**config.mk**
```make
export PLATFORM = sky130hd
export DESIGN_NAME = seg_scan_display
export DESIGN_NICKNAME = d
export VERILOG_FILES = /design/src/rtl/seg_scan_display.sv
export SDC_FILE = /design/constraint.sdc
export NUM_CORES = 1
export LEC_CHECK = 0
export CORE_MARGIN = 10
export CORE_UTILIZATION = 51
export CTS_CLUSTER_DIAMETER = 30
export DETAILED_ROUTE_END_ITERATION = 7
export PLACE_DENSITY = 0.81
export SYNTH_ARGS = -nofsm -noshare
export SYNTH_HDL_FRONTEND = slang
export SYNTH_SLANG_ARGS = --single-unit
```
**constraint.sdc**
```tcl
create_clock -name clk -period 1.9 [get_ports clk]
set_input_delay 0.38 -clock clk [delete_from_list [all_inputs] [get_ports clk]]
set_output_delay 0.38 -clock clk [all_outputs]
set_load 0.1 [all_outputs]
```
**src/rtl/seg_scan_display.sv**
```systemverilog
// seg_scan_display: synchronizes/debounces a position code, counts accepted
// changes in BCD and scans both values onto a 4-digit 7-segment display.
module seg_scan_display #(
  parameter int unsigned SCAN_DIV   = 100000,
  parameter int unsigned BLANK_CYC  = 1000,
  parameter int unsigned STABLE_CYC = 4,
  parameter int unsigned ACTIVE_LOW = 1
) (
  input  logic       clk,
  input  logic       rst_n,
  input  logic [3:0] code,
  output logic [3:0] an,
  output logic [6:0] seg,
  output logic       dp,
  output logic [3:0] disp_code,
  output logic [7:0] chg_bcd
);

  localparam int unsigned PRESC_W = (SCAN_DIV > 1) ? $clog2(SCAN_DIV) : 1;
  localparam int unsigned STAB_W  = (STABLE_CYC > 1) ? $clog2(STABLE_CYC) : 1;

  localparam logic [PRESC_W-1:0] PRESC_MAX = PRESC_W'(SCAN_DIV - 1);
  localparam logic [PRESC_W-1:0] BLANK_END = PRESC_W'(BLANK_CYC);
  localparam logic [STAB_W-1:0]  STAB_MAX  = STAB_W'(STABLE_CYC - 1);
  localparam logic               INV       = (ACTIVE_LOW != 0);

  // Internal glyph codes: 0..9 are digits, the rest are symbols.
  localparam logic [3:0] G_DASH  = 4'hA;
  localparam logic [3:0] G_E     = 4'hE;
  localparam logic [3:0] G_BLANK = 4'hF;

  logic [3:0]         s1_q, s1_d, s2_q, s2_d;
  logic [3:0]         cand_q, cand_d;
  logic [STAB_W-1:0]  stab_q, stab_d;
  logic [3:0]         disp_q, disp_d;
  logic [7:0]         chg_q, chg_d;
  logic [PRESC_W-1:0] presc_q, presc_d;
  logic [1:0]         idx_q, idx_d;
  logic [3:0]         an_q, an_d;
  logic [6:0]         seg_q, seg_d;
  logic               dp_q, dp_d;

  logic       disp_ge10;
  logic [3:0] disp_ones;
  logic [3:0] glyph;
  logic [6:0] seg_act;
  logic [3:0] an_act;

  // Synchronizer, debounce qualification and BCD change counter.
  always_comb begin
    s1_d   = code;
    s2_d   = s1_q;
    cand_d = cand_q;
    stab_d = stab_q;
    disp_d = disp_q;
    chg_d  = chg_q;
    if (s2_q != cand_q) begin
      cand_d = s2_q;
      stab_d = '0;
    end else if (stab_q != STAB_MAX) begin
      stab_d = stab_q + STAB_W'(1);
    end else begin
      disp_d = cand_q;
      if (cand_q != disp_q) begin
        if (chg_q[3:0] == 4'd9) begin
          chg_d[3:0] = 4'd0;
          chg_d[7:4] = (chg_q[7:4] == 4'd9) ? 4'd0 : chg_q[7:4] + 4'd1;
        end else begin
          chg_d[3:0] = chg_q[3:0] + 4'd1;
        end
      end
    end
  end

  // Slot prescaler and digit index.
  always_comb begin
    presc_d = presc_q + PRESC_W'(1);
    idx_d   = idx_q;
    if (presc_q == PRESC_MAX) begin
      presc_d = '0;
      idx_d   = idx_q + 2'd1;
    end
  end

  // Select the glyph for the current digit slot.
  always_comb begin
    disp_ge10 = (disp_q >= 4'd10);
    disp_ones = disp_ge10 ? disp_q - 4'd10 : disp_q;
    glyph     = G_BLANK;
    case (idx_q)
      2'd0: glyph = (disp_q == 4'hF) ? G_E : disp_ones;
      2'd1: glyph = (disp_q == 4'hF) ? G_DASH : (disp_ge10 ? 4'd1 : G_BLANK);
      2'd2: glyph = chg_q[3:0];
      default: glyph = chg_q[7:4];
    endcase
  end

  // Glyph to active-high segment pattern {g,f,e,d,c,b,a}.
  always_comb begin
    seg_act = 7'h00;
    case (glyph)
      4'd0:    seg_act = 7'h3F;
      4'd1:    seg_act = 7'h06;
      4'd2:    seg_act = 7'h5B;
      4'd3:    seg_act = 7'h4F;
      4'd4:    seg_act = 7'h66;
      4'd5:    seg_act = 7'h6D;
      4'd6:    seg_act = 7'h7D;
      4'd7:    seg_act = 7'h07;
      4'd8:    seg_act = 7'h7F;
      4'd9:    seg_act = 7'h6F;
      G_E:     seg_act = 7'h79;
      G_DASH:  seg_act = 7'h40;
      default: seg_act = 7'h00;
    endcase
  end

  // Output drive with anti-ghosting blank window and polarity.
  always_comb begin
    an_act = (presc_q < BLANK_END) ? 4'b0000 : (4'b0001 << idx_q);
    an_d   = an_act ^ {4{INV}};
    seg_d  = seg_act ^ {7{INV}};
    dp_d   = (idx_q == 2'd2) ^ INV;
  end

  // State and output registers.
  always_ff @(posedge clk or negedge rst_n) begin
    if (!rst_n) begin
      s1_q    <= '0;
      s2_q    <= '0;
      cand_q  <= '0;
      stab_q  <= '0;
      disp_q  <= '0;
      chg_q   <= '0;
      presc_q <= '0;
      idx_q   <= '0;
      an_q    <= {4{INV}};
      seg_q   <= {7{INV}};
      dp_q    <= INV;
    end else begin
      s1_q    <= s1_d;
      s2_q    <= s2_d;
      cand_q  <= cand_d;
      stab_q  <= stab_d;
      disp_q  <= disp_d;
      chg_q   <= chg_d;
      presc_q <= presc_d;
      idx_q   <= idx_d;
      an_q    <= an_d;
      seg_q   <= seg_d;
      dp_q    <= dp_d;
    end
  end

  assign an        = an_q;
  assign seg       = seg_q;
  assign dp        = dp_q;
  assign disp_code = disp_q;
  assign chg_bcd   = chg_q;

endmodule

```
==> results of run 1 <==
-- layer usage --
layer	part of all wire (%)	routed length (um)	global-route usage (%)
met4	3.3	210	7.85
met5	0	0	0
met3	4.8	306	4.96
met1	37	2360	15.2
met2	55	3510	28.7
-- layout by cell type, fill, tap and decap left out, types with 4 or more instances in the layout --
cell and n:
mux2i_1 5, dfrtp_2 6, nand3_1 7, dfrtp_1 36, and3_1 5, dfstp_2 12
nor3_1 4, nand2_1 17, nand4_1 4, mux2_2 5, buf_4 31, nor2b_1 4
inv_4 4, ha_1 6, ha_4 7, xnor2_1 18, nor2_1 13, inv_1 14
o21ai_1 4, clkdlybuf4s50_1 4, xor2_1 9, o21ai_0 7, clkbuf_8 9, buf_12 24
-- worst max-delay path by stage --
stage	start	to	slack (ns)
6_report	idx_q[0]	seg[0]	-0.12
5_1_grt	disp_code[2]	seg[5]	-0.20
4_1_cts	idx_q[0]	seg[0]	-0.02
3_5_place_dp	idx_q[1]	seg[0]	-0.15
3_3_place_gp	idx_q[1]	seg[3]	-0.07
2_1_floorplan	disp_code[2]	seg[6]	-0.21
-- final cells by class --
type / instances / area (um2) / share of cell area [%]
well taps: 70 / 87.6 / 2.14
clock inverters: 6 / 82.6 / 2.02
inverters: 19 / 81.3 / 1.99
clock buffers: 10 / 128 / 3.12
multi-input cells: 161 / 1460 / 35.7
repair buffers: 63 / 792 / 19.4
flip-flops and latches: 57 / 1460 / 35.7
-- state kept, by name, summed over array words and instances, names as in the netlist, 2 cells and up --
signal and flops:
stab_q 2, s1_q 4, seg 7, chg_bcd 8, cand_q 4, s2_q 4
an 4, disp_code 4, presc_q 17, idx_q 2
-- power groups by stage --
stage | clock network, W | registers, W | logic (W)
final | 0.00121 | 0.00124 | 0.0000676
after global routing | 0.00130 | 0.00124 | 0.0000759
after CTS | 0.00124 | 0.00124 | 0.0000630
after detailed placement | 0 | 0.00126 | 0.0000627
after global placement | 0 | 0.00126 | 0.0000610
after floorplan | 0 | 0.00126 | 0.0000200
-- worst max-delay path, cell delays in order (launching register included) --
cell,delay (ns)
dfrtp_2,0.46
ha_4,0.19
nand2b_4,0.15
o32ai_4,0.29
a32oi_4,0.19
ha_4,0.20
o211ai_1,0.13
o211ai_1,0.19
o21ai_1,0.14
-- through the flow --
stage	std cells	cell area, um2	hold slack (ns)
6_report	386	4090	0.0369
5_1_grt	386	4090	0.0376
4_1_cts	383	3950	0.0388
3_5_place_dp	355	3570	0.336
3_3_place_gp	355	3570	0.333
2_1_floorplan	246	2870	0.0844
-- what timing repair did --
action / CTS / global route
pin swaps: 8 / 8
gates resized for setup: 22 / 20
endpoints found under the setup margin: 7 / 16
buffers inserted: 13 / 4
-- cell families after synthesis --
kind of cell	synth area share (%)
simple gates	13.5
flops	51.4
compound gates	11.9
xor+xnor	9.06
buf+inv	4.46
fa+ha+maj	5.80
mux	3.79
==> run_results.csv, run 1 <==
group,metric,value,unit
setup_path,r2r_start,"idx_q[0]",
clock_network,cts_buffers,9,
die,die_width,94.1,um
sta,setup_tns,-0.575,ns
power,p_int,0.00199,W
global_routing,grt_first_pass_wirelength,10800,um
global_routing,antenna_found_initial,0,
finish,fin_nets,330,
clock_network,clock_latency,0.34,ns
clock_network,clk_path_buf_depth,2,
setup_path,crit_arrival,2.29,ns
placed_design,globalplace.congestion,0.878,
status,status,"finished with violations",
setup_path,cp_max_fo,4,
synthesis,ys_warn_count,0,
global_routing,overflow,0,
synthesis,post-synth-top-count-cell,"dfrtp_1",
synthesis,syn-num-nets,265,
detailed_routing,vias_per_cell,5.39,
power,netSwitchingFraction,21.0,%
power,total_power,0.00252,W
clock_network,cts_tree,"built",
setup_path,critPathLaunchType,"register",
power,pwr-share-clk,48.0,%
synthesis,synth_edf_count,0,
placed_design,place_ws,-0.150,ns
global_routing,grt_max_degree,58,
finish,drive_gt1_share,42.7,%
sta,layout_min_cycle_time,2.02,ns
setup_path,rr_worst_depth,8,
sta,slew_headroom,56.0,%
synthesis,synthesis.area,0.00280,mm2
sta,fmax,495,MHz
clock_network,htree_num_levels,3,
sta,rsz0062_at_grt,"true",
power,power_frac_comb,2.7,%
detailed_routing,drt-total-wl,6390,um
sta,tightestPinTransition,0.654,ns
setup_path,timing_worst_setup_path_type,"reg2reg",
finish,fillers,286,
die,core-area,0.00520,mm2
detailed_routing,drt_iter0_markers,109,
placed_design,dp.final_hpwl,4000,um
synthesis,synth.top_cell.area_share,40.2,%
sta,setup_viol,6,
status,violations,"setup timing",
detailed_routing,wl_per_cell,16.6,um
die,die_y,94.1,um
die,rows,26,
placed_design,port_buffers,29,
synthesis,netlist_instances,246,
power,switching_power,0.000528,W
setup_path,cp.required,2.17,ns
power,power_frac_seq,49.3,%
hold_path,holdCritPathClass,"in2async",
sta,period_share,106,%
synthesis,ys_ff_latch,57,
synthesis,ys_top_cells_by_area,"dfrtp_1 (40%), dfstp_2 (11%), xnor2_1 (6.3%)",
clock_network,root_buffer,"clkbuf_8",
detailed_routing,vias,2079,
power,power-per-cell-area,615,mW/mm2
synthesis,ys_seq_area_share,51.4,%
run,maxCapViolCount,0,
synthesis,synth_common_cells,"dfrtp_1 (45), xnor2_1 (20), inv_1 (19), nand2_1 (17), nor2_1 (14)",
finish,syn2layout_area_growth,46.0,%
finish,fin_util,78.6,%
die,io_pins,30,
global_routing,grtUsageTotal,15.6,%
global_routing,grt_pass1_vias,2238,
sta,drv_slew,0,
synthesis,synth_cell_types,51,
die,die-area,0.00886,mm2
synthesis,synth_top_area_cell,"dfrtp_1",
clock_network,hold_buffers,0,
clock_network,clk_pin_slew_worst_paths,0.07,ns
detailed_routing,drc,0,
synthesis,ys.flop_type,"dfrtp_1",
power,p_leak,1.73,nW
detailed_routing,drtPass1Iterations,4,
synthesis,synthArstFlopShare,100,%
setup_path,r2r_slack,-0.12,ns
power,ir_worst_vdd,0.530,mV
die,start_util,53.8,%
sta,setup_ws,-0.119,ns
setup_path,r2r_end,"seg[0]",
sta,fin_skew,0.00992,ns
clock_network,cts_sinks,57,
synthesis,syn_area_per_cell,11.4,um2
setup_path,endpoint_kind,"register",
sta,hold_viol_final,0,
detailed_routing,ant_nets,0,
finish,num_antenna_cells,0,
(Power assumes the default switching activity.)
==> run 2, diff against run 1 <==
--- a/config.mk
+++ b/config.mk
@@ -10,6 +10,7 @@
 export CTS_CLUSTER_DIAMETER = 30
 export DETAILED_ROUTE_END_ITERATION = 7
 export PLACE_DENSITY = 0.81
+export RECOVER_POWER = 50
 export SYNTH_ARGS = -nofsm -noshare
 export SYNTH_HDL_FRONTEND = slang
 export SYNTH_SLANG_ARGS = --single-unit
==> run 2 against run 1 <==
Effect of this change: the flow still finishes with violations (setup timing); clock skew down 0.00072 ns; register-to-register slack about the same; hold slack better by 0.31 ns; via count down 0.34%; largest power group unchanged.
==> run_results.csv, run 2 (synthesis gave the netlist of run 1 again) <==
group,metric,value,unit
die,rows,26,
die,core-area,0.00520,mm2
finish,largest_register,"presc_q",
finish,layout_common_cells,"dfrtp_1 (36), buf_4 (31), buf_12 (23)",
die,die_y,94.1,um
clock_network,cts_sinks,57,
setup_path,cp_cell_sequence,"ha_4, nand2b_4, o32ai_4, a32oi_4, ha_4, o211ai_1, o211ai_1, o21ai_1",
setup_path,cp_max_fo,4,
setup_path,cp.required,2.17,ns
sta,drv_slew,0,
setup_path,rr_worst_depth,8,
setup_path,crit_slowest_cell,"dfrtp_2",
clock_network,root_buffer,"clkbuf_8",
sta,tightestPinTransition,1.31,ns
finish,fin_nets,330,
sta,hold_viol_final,0,
setup_path,timing_worst_setup_path_type,"reg2reg",
status,status,"finished with violations",
finish,largest_reg_flops,17,
clock_network,cts_tree,"built",
detailed_routing,vias_per_cell,5.37,
detailed_routing,wl_per_cell,16.6,um
detailed_routing,ant_nets,0,
finish,syn2layout_area_growth,45.4,%
sta,layout_min_cycle_time,2.02,ns
power,ir_worst_vdd,0.530,mV
hold_path,holdCritStartpoint,"s1_q[3]",
power,p_int,0.00198,W
finish,finalInstanceArea,0.00408,mm2
clock_network,clk_path_buf_depth,2,
finish,fillers,288,
hold_path,worstHoldPathCells,0,
setup_path,critPathLaunchType,"register",
die,io_pins,30,
setup_path,path_buf_inv,0,
clock_network,htree_num_levels,3,
global_routing,antenna_found_initial,0,
global_routing,grt_max_degree,58,
power,switching_power,0.000527,W
detailed_routing,drc,0,
power,p_leak,1.73,nW
clock_network,clk_pin_slew_worst_paths,0.06,ns
die,die-area,0.00886,mm2
power,pwr-share-clk,48.0,%
setup_path,r2r_start,"idx_q[0]",
power,power_frac_seq,49.4,%
die,die_width,94.1,um
sta,rsz0062_at_grt,"true",
clock_network,cts_buffers,9,
run,maxCapViolCount,0,
setup_path,r2r_slack,-0.12,ns
sta,period_share,106,%
clock_network,clock_latency,0.34,ns
die,start_util,53.8,%
power,netSwitchingFraction,21.0,%
placed_design,globalplace.congestion,0.878,
global_routing,grt_pass1_vias,2238,
sta,setup_ws,-0.119,ns
placed_design,place_ws,-0.150,ns
placed_design,dp.final_hpwl,4000,um
setup_path,r2r_end,"seg[0]",
placed_design,postPlaceCellArea,0.00357,mm2
detailed_routing,drt_iter0_markers,98,
status,violations,"setup timing",
detailed_routing,drt-total-wl,6390,um
setup_path,crit_family,"compound AO/OA/AOI/OAI gates",
hold_path,holdCritPathClass,"reg2reg",
setup_path,endpoint_kind,"register",
finish,drive_gt1_share,42.7,%
finish,num_antenna_cells,0,
detailed_routing,vias,2072,
finish,final-seq-area,0.00146,mm2
sta,fmax,495,MHz
setup_path,slowest_delay,0.46,ns
finish,layout_commonest_cell,"dfrtp_1",
power,power-per-cell-area,616,mW/mm2
detailed_routing,drtPass1Iterations,4,
sta,fin_skew,0.00920,ns
hold_path,holdPathEnd,"s2_q[3]",
power,power_frac_comb,2.5,%
global_routing,overflow,0,
sta,slew_headroom,12.5,%
placed_design,port_buffers,29,
global_routing,grt_first_pass_wirelength,10800,um
global_routing,grtUsageTotal,15.6,%
finish,multi_input_area,0.00146,mm2
sta,setup_viol,6,
setup_path,crit_arrival,2.29,ns
[run 2: layout make-up]
cell class / count / area share [%]
repair buffers: 63 / 19.1
flip-flops and latches: 57 / 35.8
multi-input cells: 161 / 35.8
clock inverters: 6 / 2.03
inverters: 19 / 2.00
well taps: 70 / 2.15
clock buffers: 10 / 3.13
[run 2: routing by layer]
| layer | vias up | part of all wire, % | global-route usage [%] |
|---|---|---|---|
| met5 | - | 0 | 0 |
| met4 | 0 | 3.1 | 7.85 |
| met3 | 21 | 4.6 | 4.96 |
| met2 | 64 | 55 | 28.7 |
| met1 | 1010 | 37 | 15.2 |
| li1 | 977 | - | - |
[run 2: worst max-delay path by stage]
stage	from	to	depth (start not counted)
4_1_cts	idx_q[0]	seg[0]	8
3_5_place_dp	idx_q[1]	seg[0]	8
6_report	idx_q[0]	seg[0]	8
5_1_grt	disp_code[2]	seg[5]	8
2_1_floorplan	disp_code[2]	seg[6]	8
3_3_place_gp	idx_q[1]	seg[3]	8
[run 2: power by group through the flow]
stage / logic, W / clock network [W] / registers, W
global route: 0.0000714 / 0.00130 / 0.00124
global placement: 0.0000610 / 0 / 0.00126
finish: 0.0000632 / 0.00121 / 0.00124
floorplan: 0.0000200 / 0 / 0.00126
CTS: 0.0000630 / 0.00124 / 0.00124
detailed placement: 0.0000627 / 0 / 0.00126
[run 2: per-stage QoR]
| step | instances | TNS [ns] | power, W | hold WS, ns | util (%) |
|---|---|---|---|---|---|
| global placement | 355 | -0.206 | 0.00132 | 0.333 | 68.5 |
| CTS | 383 | -0.0691 | 0.00254 | 0.0388 | 76.0 |
| finish | 386 | -0.572 | 0.00251 | 0.347 | 78.3 |
| detailed placement | 355 | -0.530 | 0.00132 | 0.336 | 68.5 |
| floorplan | 246 | -1.23 | 0.00128 | 0.0844 | - |
| global route | 386 | -1.19 | 0.00262 | 0.356 | 78.3 |
[run 2: timing repair]
| item | 4_1_cts | 5_1_grt |
|---|---|---|
| gates resized for setup | 22 | 20 |
| hold buffers | 0 | 0 |
| setup endpoints to repair | 7 | 16 |
| buffers inserted | 13 | 4 |
| pin swaps | 8 | 8 |
| cloned | 0 | 0 |
[run 2: worst reg2reg max path, stage by stage, from the launching register on]
cell	delay, ns
dfrtp_2	0.46
ha_4	0.20
nand2b_4	0.15
o32ai_4	0.29
a32oi_4	0.19
ha_4	0.20
o211ai_1	0.13
o211ai_1	0.20
o21ai_1	0.14
